### config.mk
export PLATFORM = sky130hd
export DESIGN_NAME = sub_result_stage_flat
export DESIGN_NICKNAME = d
export VERILOG_FILES = /design/src/rtl/sub_result_if.sv /design/src/rtl/sub_result_stage.sv /design/src/flat_wrapper.sv
export SDC_FILE = /design/constraint.sdc
export NUM_CORES = 1
export LEC_CHECK = 0
export BUFFER_PORTS_ARGS = -buffer_cell sky130_fd_sc_hd__buf_2
export CORE_ASPECT_RATIO = 0.75
export CORE_UTILIZATION = 45
export CTS_CLUSTER_SIZE = 20
export DETAILED_ROUTE_END_ITERATION = 8
export PLACE_DENSITY_LB_ADDON = 0.12
export REMOVE_ABC_BUFFERS = 1
export SYNTH_ARGS = -nofsm -noshare
export SYNTH_HDL_FRONTEND = slang
export SYNTH_SLANG_ARGS = --single-unit
### constraint.sdc
create_clock -name clk -period 5.3 [get_ports clk]
set_input_delay 0 -clock clk [delete_from_list [all_inputs] [get_ports clk]]
set_output_delay 0 -clock clk [all_outputs]
set_load 0.005 [all_outputs]
### src/rtl/sub_result_if.sv
// Handshake and data bundle between a subtractor, the result stage and its consumer.
// The slave side is the result stage; the master side drives operands and
// accepts finished entries.
interface sub_result_if #(
  parameter int WIDTH = 16,
  parameter int CNT_W = 8
);

  // Upstream side: subtractor result and the operands it was computed from
  logic             in_valid;
  logic             in_ready;
  logic [WIDTH-1:0] a;
  logic [WIDTH-1:0] b;
  logic [WIDTH:0]   diff;

  // Downstream side: oldest buffered entry and its flags
  logic             out_valid;
  logic             out_ready;
  logic [WIDTH-1:0] out_diff;
  logic             out_zero;
  logic             out_borrow;
  logic             out_neg;
  logic             out_ovf;
  logic             out_lt_s;
  logic             out_chk_err;

  // Running event counters
  logic [CNT_W-1:0] borrow_cnt;
  logic [CNT_W-1:0] err_cnt;

  modport slave (
    input  in_valid,
    output in_ready,
    input  a,
    input  b,
    input  diff,
    output out_valid,
    input  out_ready,
    output out_diff,
    output out_zero,
    output out_borrow,
    output out_neg,
    output out_ovf,
    output out_lt_s,
    output out_chk_err,
    output borrow_cnt,
    output err_cnt
  );

  modport master (
    output in_valid,
    input  in_ready,
    output a,
    output b,
    output diff,
    input  out_valid,
    output out_ready,
    input  out_diff,
    input  out_zero,
    input  out_borrow,
    input  out_neg,
    input  out_ovf,
    input  out_lt_s,
    input  out_chk_err,
    input  borrow_cnt,
    input  err_cnt
  );

endinterface

### src/rtl/sub_result_stage.sv
// Result stage behind a WIDTH-bit subtractor. Each accepted result is tagged
// with zero/borrow/sign/overflow/signed-less-than flags plus a self-check bit
// (diff recomputed locally from a and b), then held in a 2-entry FIFO whose
// head is presented downstream. in_ready is registered so there is no
// combinational path from out_ready back upstream. Borrow and self-check
// failures are counted in saturating counters.
module sub_result_stage #(
  parameter int WIDTH = 16,
  parameter int CNT_W = 8
) (
  input  logic         clk,
  input  logic         rst_n,
  sub_result_if.slave  io
);

  // One buffered entry: low diff bits plus the flags derived at capture time
  typedef struct packed {
    logic [WIDTH-1:0] diff;
    logic             zero;
    logic             borrow;
    logic             neg;
    logic             ovf;
    logic             lt_s;
    logic             chk_err;
  } entry_t;

  // Builds the entry for a captured result. The overflow rule is the usual
  // two's-complement one: operands of opposite sign and a result whose sign
  // differs from the minuend. lt_s is the signed comparison a<b derived from
  // the subtraction. The self-check recomputes the (WIDTH+1)-bit unsigned
  // difference, whose top bit is the borrow, and compares it with what the
  // subtractor delivered.
  function automatic entry_t make_entry(
    input logic [WIDTH-1:0] op_a,
    input logic [WIDTH-1:0] op_b,
    input logic [WIDTH:0]   sub_diff
  );
    entry_t               e;
    logic signed [WIDTH:0] ref_diff;
    ref_diff  = $signed({1'b0, op_a}) - $signed({1'b0, op_b});
    e.diff    = sub_diff[WIDTH-1:0];
    e.zero    = (sub_diff[WIDTH-1:0] == '0);
    e.borrow  = sub_diff[WIDTH];
    e.neg     = sub_diff[WIDTH-1];
    e.ovf     = (op_a[WIDTH-1] != op_b[WIDTH-1]) &&
                (sub_diff[WIDTH-1] != op_a[WIDTH-1]);
    e.lt_s    = e.neg ^ e.ovf;
    e.chk_err = (sub_diff != $unsigned(ref_diff));
    return e;
  endfunction

  // Saturating increment: holds at all-ones instead of wrapping
  function automatic logic [CNT_W-1:0] sat_inc(
    input logic [CNT_W-1:0] cnt,
    input logic             en
  );
    logic [CNT_W-1:0] res;
    res = cnt;
    if (en && (cnt != {CNT_W{1'b1}})) begin
      res = cnt + CNT_W'(1);
    end
    return res;
  endfunction

  // Capture stage (p0): flags computed combinationally from the live inputs
  entry_t     cap_p0;
  logic       push;
  logic       pop;
  logic [1:0] occ_next;
  logic       in_ready_next;

  // FIFO storage (p1) and its control state
  entry_t           ent_p1 [2];
  entry_t           head_p1;
  logic             wr_ptr;
  logic             rd_ptr;
  logic [1:0]       occ;
  logic             in_ready_q;
  logic [CNT_W-1:0] borrow_cnt_q;
  logic [CNT_W-1:0] err_cnt_q;

  // Transfer decode, next occupancy and next in_ready
  always_comb begin
    cap_p0        = make_entry(io.a, io.b, io.diff);
    push          = io.in_valid && in_ready_q;
    pop           = (occ != 2'd0) && io.out_ready;
    occ_next      = occ;
    in_ready_next = 1'b1;
    case ({push, pop})
      2'b10:   occ_next = occ + 2'd1;
      2'b01:   occ_next = occ - 2'd1;
      default: occ_next = occ;
    endcase
    // At occupancy 2 in_ready is low, so a pop there cannot coincide with a
    // push; in_ready comes back one cycle after that pop.
    in_ready_next = (occ_next != 2'd2);
  end

  // Pointer, occupancy and ready registers; in_ready stays low through reset
  // and rises on the first edge after release
  always_ff @(posedge clk or negedge rst_n) begin
    if (!rst_n) begin
      wr_ptr     <= 1'b0;
      rd_ptr     <= 1'b0;
      occ        <= 2'd0;
      in_ready_q <= 1'b0;
    end else begin
      occ        <= occ_next;
      in_ready_q <= in_ready_next;
      if (push) begin
        wr_ptr <= ~wr_ptr;
      end
      if (pop) begin
        rd_ptr <= ~rd_ptr;
      end
    end
  end

  // ---- stage boundary p0 -> p1: captured entry written into the FIFO ----
  // Entry storage; cleared on reset so the presented head reads as all zero
  always_ff @(posedge clk or negedge rst_n) begin
    if (!rst_n) begin
      for (int i = 0; i < 2; i++) begin
        ent_p1[i] <= '0;
      end
    end else if (push) begin
      ent_p1[wr_ptr] <= cap_p0;
    end
  end

  // Saturating event counters, advanced only by accepted inputs
  always_ff @(posedge clk or negedge rst_n) begin
    if (!rst_n) begin
      borrow_cnt_q <= '0;
      err_cnt_q    <= '0;
    end else begin
      borrow_cnt_q <= sat_inc(borrow_cnt_q, push && cap_p0.borrow);
      err_cnt_q    <= sat_inc(err_cnt_q, push && cap_p0.chk_err);
    end
  end

  // Output side: the oldest entry is always the one under the read pointer,
  // so it holds still until it is popped
  assign head_p1        = ent_p1[rd_ptr];
  assign io.in_ready    = in_ready_q;
  assign io.out_valid   = (occ != 2'd0);
  assign io.out_diff    = head_p1.diff;
  assign io.out_zero    = head_p1.zero;
  assign io.out_borrow  = head_p1.borrow;
  assign io.out_neg     = head_p1.neg;
  assign io.out_ovf     = head_p1.ovf;
  assign io.out_lt_s    = head_p1.lt_s;
  assign io.out_chk_err = head_p1.chk_err;
  assign io.borrow_cnt  = borrow_cnt_q;
  assign io.err_cnt     = err_cnt_q;

endmodule
### src/flat_wrapper.sv
// flat-port wrapper written by rule: the top's interface ports become plain ports
module sub_result_stage_flat 
#(
  parameter int WIDTH = 16,
  parameter int CNT_W = 8
)
  (clk, rst_n, io_in_valid, io_in_ready, io_a, io_b, io_diff, io_out_valid, io_out_ready, io_out_diff, io_out_zero, io_out_borrow, io_out_neg, io_out_ovf, io_out_lt_s, io_out_chk_err, io_borrow_cnt, io_err_cnt);
  sub_result_if #(.WIDTH(WIDTH), .CNT_W(CNT_W)) io_i ();
  input  logic clk;
  input  logic rst_n;
  input wire logic [$bits(io_i.in_valid)-1:0] io_in_valid;
  output wire logic [$bits(io_i.in_ready)-1:0] io_in_ready;
  input wire logic [$bits(io_i.a)-1:0] io_a;
  input wire logic [$bits(io_i.b)-1:0] io_b;
  input wire logic [$bits(io_i.diff)-1:0] io_diff;
  output wire logic [$bits(io_i.out_valid)-1:0] io_out_valid;
  input wire logic [$bits(io_i.out_ready)-1:0] io_out_ready;
  output wire logic [$bits(io_i.out_diff)-1:0] io_out_diff;
  output wire logic [$bits(io_i.out_zero)-1:0] io_out_zero;
  output wire logic [$bits(io_i.out_borrow)-1:0] io_out_borrow;
  output wire logic [$bits(io_i.out_neg)-1:0] io_out_neg;
  output wire logic [$bits(io_i.out_ovf)-1:0] io_out_ovf;
  output wire logic [$bits(io_i.out_lt_s)-1:0] io_out_lt_s;
  output wire logic [$bits(io_i.out_chk_err)-1:0] io_out_chk_err;
  output wire logic [$bits(io_i.borrow_cnt)-1:0] io_borrow_cnt;
  output wire logic [$bits(io_i.err_cnt)-1:0] io_err_cnt;
  assign io_i.in_valid = io_in_valid;
  assign io_in_ready = io_i.in_ready;
  assign io_i.a = io_a;
  assign io_i.b = io_b;
  assign io_i.diff = io_diff;
  assign io_out_valid = io_i.out_valid;
  assign io_i.out_ready = io_out_ready;
  assign io_out_diff = io_i.out_diff;
  assign io_out_zero = io_i.out_zero;
  assign io_out_borrow = io_i.out_borrow;
  assign io_out_neg = io_i.out_neg;
  assign io_out_ovf = io_i.out_ovf;
  assign io_out_lt_s = io_i.out_lt_s;
  assign io_out_chk_err = io_i.out_chk_err;
  assign io_borrow_cnt = io_i.borrow_cnt;
  assign io_err_cnt = io_i.err_cnt;
  sub_result_stage #(.WIDTH(WIDTH), .CNT_W(CNT_W)) u_core (.clk(clk), .rst_n(rst_n), .io(io_i));
endmodule
==> impl_metrics.csv <==
group,metric,value,unit
outcome,outcome,"finished with violations",
outcome,violations,"DRC",
global_route,grt_pass1_vias,3167,
power,share_comb_of_total_power,37.8,%
drt,num_vias,3296,
drt,drtIter0Drc,175,
final_layout,syn2layout_area_growth,24.3,%
sta,fin_skew,3.56,ps
synth,yosysTopAreaCell,"dfrtp_1",
sta,finalSetupTns,0,ps
place,dp_hpwl,7010,um
synth,yosysMostFrequentCell,"dfrtp_1",
sta,hold_slack,8.61,ps
synth,synth_edf_count,0,
place,portBuffers,92,
hold_path,hold-path-endpoint,"u_core.ent_p1[41]",
place,dp.cells,575,
setup_path,crit_type,"in -> reg",
clock_tree,cts_tree,"yes",
sta,fmax,340,MHz
sta,fin_crit,2950,ps
power,switching_share,31.8,%
floorplanning,rows,29,
drt,vias_per_cell,5.48,
sta,rsz0062_at_grt,"false",
synth,synth_top_area_share,39.3,%
clock_tree,postCtsSetupBuffers,0,
global_route,grt_pass1_wl,15600,um
global_route,gr-total-overflow,0,
setup_path,cp.arrival,3160,ps
power,peakVddDrop,317,uV
power,leakage,2.39,nW
drt,drc,18,
final_layout,fin_nets,562,
setup_path,path_max_fanout,10,
synth,ys_top_cells_by_area,"dfrtp_1 39%, mux2_2 15%, ha_1 5.9%, xor2_1 4.8%, xnor2_1 3.9%",
clock_tree,numCtsBuffers,9,
synth,synth_cell_types,62,
setup_path,crit_required,5510,ps
floorplanning,dieArea,9290,um^2
synth,syn_avg_cell_area,10.4,um^2
synth,netlist_instances,386,
final_layout,drive_gt1_share,36.0,%
sta,drv_slew,0,
setup_path,start_kind,"primary input",
clock_tree,cts.path.max_buffers,2,
global_route,track_usage,21.9,%
sta,fin_crit_sh,55.6,%
power,power.switching,752,uW
sta,finalHoldViolations,0,
synth,synthTopCellsByCount,"63 x dfrtp_1, 55 x mux2_2, 34 x nand2_1",
floorplanning,pin_count,93,
hold_path,min_from,"io_diff[13]",
hold_path,hold_class,"in -> reg",
final_layout,instances_no_fill,602,
hold_path,whs_path_depth,2,
setup_path,crit_path_end_kind,"flop",
final_layout,fillCellCount,774,
drt,ant_nets,0,
setup_path,r2r_slack,3330,ps
global_route,grt_antenna_before_repair,0,
sta,relSlewSlack,29.7,%
synth,yosys_most_used_dff,"dfrtp_1",
clock_tree,path_clk_slew,50,ps
synth,syn_area,4010,um^2
power,power_density,475,nW/um^2
flow_run,cap_violations,0,
clock_tree,clock-sinks,63,
synth,synthArstFlopShare,100,%
clock_tree,h-tree-depth,3,
clock_tree,post_cts_resized,0,
clock_tree,clk_latency,330,ps
synth,ys_seq_area_share,39.3,%
drt,first_pass_iters,7,
synth,ys_ff_latch,63,
place,routabilityCongestion,0.889,
floorplanning,start_util,46.8,%
floorplanning,fp.dieW,111,um
setup_path,rr_worst_depth,8,
clock_tree,cts_root_buffer,"clkbuf_16",
final_layout,postLayoutCoreUtil,58.2,%
floorplanning,coreArea,8560,um^2
final_layout,num_antenna_cells,0,
synth,yosys_warnings,0,
setup_path,rr_endpoint,"u_core.io.borrow_cnt[7]",
global_route,grt_max_degree,64,
setup_path,rr_startpoint,"u_core.io.borrow_cnt[0]",
power,p_seq_share,36.7,%
power,p_clk_share,25.5,%
floorplanning,die_y,83.7,um
power,internal_power,1.62,mW
drt,drt-total-wl,9640,um
sta,setup_viol,0,
sta,tightest_slew,1050,ps
drt,wire_per_inst,16.0,um
-- cell type report --
cell class                      count  area, um^2  area share (%)
Clock inverter                      2        37.5           0.753
Timing Repair Buffer              105         586            11.7
Clock buffer                       14         274            5.50
Sequential cell                    63        1580            31.6
Multi-Input combinational cell    288        2290            46.0
Tap cell                          108         135            2.71
Inverter                           22        82.6            1.66
-- worst max-delay path by stage --
stage | from | to | slack (ps) | depth (start not counted)
after floorplan | io_a[0] | u_core.io.err_cnt[1] | 2460 | 12
after global placement | io_b[0] | u_core.io.err_cnt[1] | 2100 | 12
after detailed placement | io_b[0] | u_core.io.err_cnt[1] | 2020 | 12
after CTS | io_b[0] | u_core.io.err_cnt[1] | 2370 | 12
after global routing | io_b[0] | u_core.io.err_cnt[1] | 2210 | 12
final | io_b[0] | u_core.io.err_cnt[1] | 2350 | 12
-- power by group through the flow --
stage / logic, mW / registers, mW / clock network (mW)
floorplan: 0.597 / 0.831 / 0
global placement: 0.877 / 0.862 / 0
detailed placement: 0.893 / 0.874 / 0
CTS: 0.905 / 0.869 / 0.621
global route: 0.992 / 0.902 / 0.643
finish: 0.896 / 0.870 / 0.603
-- layout by cell type (no fill, tap or decap), drive strengths merged, types with 2 or more instances in the layout --
master,netlist,layout
buf,7,94
dfrtp,63,63
mux2,56,56
nand2,34,34
inv,22,22
xor2,22,22
ha,19,19
xnor2,18,18
o21ai,17,17
nor2,15,15
clkbuf,6,14
dlygate4sd3,0,11
a21oi,11,11
nand3,9,9
nor4,9,9
nand4,8,8
nor3,7,7
nand2b,6,6
nor2b,4,4
a31oi,4,4
or2,4,4
nor3b,4,4
a21o,3,3
o211a,3,3
a211oi,3,3
o211ai,3,3
and2,2,2
mux2i,2,2
o2bb2ai,2,2
o21ba,2,2
-- critical path, stage by stage --
cell and delay (ps):
buf_2 100, ha_1 240, fa_1 430, nor2b_1 170, o31a_1 180, nand2b_4 160, nand3_1 80, a221o_1 320
or4_4 430, nor4_4 600, nor3b_2 140, mux2_4 320
-- metal layers --
layer | track usage, % | up-vias | part of all wire (%)
met5 | 0 | - | 0
met4 | 6.85 | 0 | 1.2
met3 | 6.32 | 11 | 5.8
met2 | 32.8 | 116 | 44
met1 | 30.4 | 1572 | 49
li1 | - | 1597 | -
-- state kept, by name (all words and copies together) (netlist names) --
signal	cells
u_core.ent_p1	42
u_core.io.borrow_cnt	8
u_core.io.err_cnt	8
u_core.occ	2
u_core.io.in_ready	1
u_core.rd_ptr	1
u_core.wr_ptr	1
-- per-stage QoR --
step / power, mW / setup WS, ps / instance area (um^2)
CTS: 2.39 / 2370 / 4980
global route: 2.54 / 2210 / 4980
floorplan: 1.43 / 2460 / 3950
detailed placement: 1.77 / 2020 / 4560
global placement: 1.74 / 2100 / 4560
finish: 2.37 / 2350 / 4980
-- cell families after synthesis --
| group | Yosys count | share of synthesized area [%] |
|---|---|---|
| muxes | 58 | 16.3 |
| and+or+nand+nor | 109 | 14.7 |
| adders and majority gates | 20 | 6.43 |
| AOI/OAI and AO/OA | 61 | 11.0 |
| xor gates and xnor gates | 40 | 8.74 |
| DFF | 63 | 39.3 |
| buffers and inverters | 35 | 3.46 |
-- what timing repair did --
action | in CTS | in global routing
hold buffers | 11 | 0
endpoints found under the hold margin | 82 | 0
endpoints found under the setup margin | 0 | 0
No activity file was read; power rests on OpenSTA's default activity.
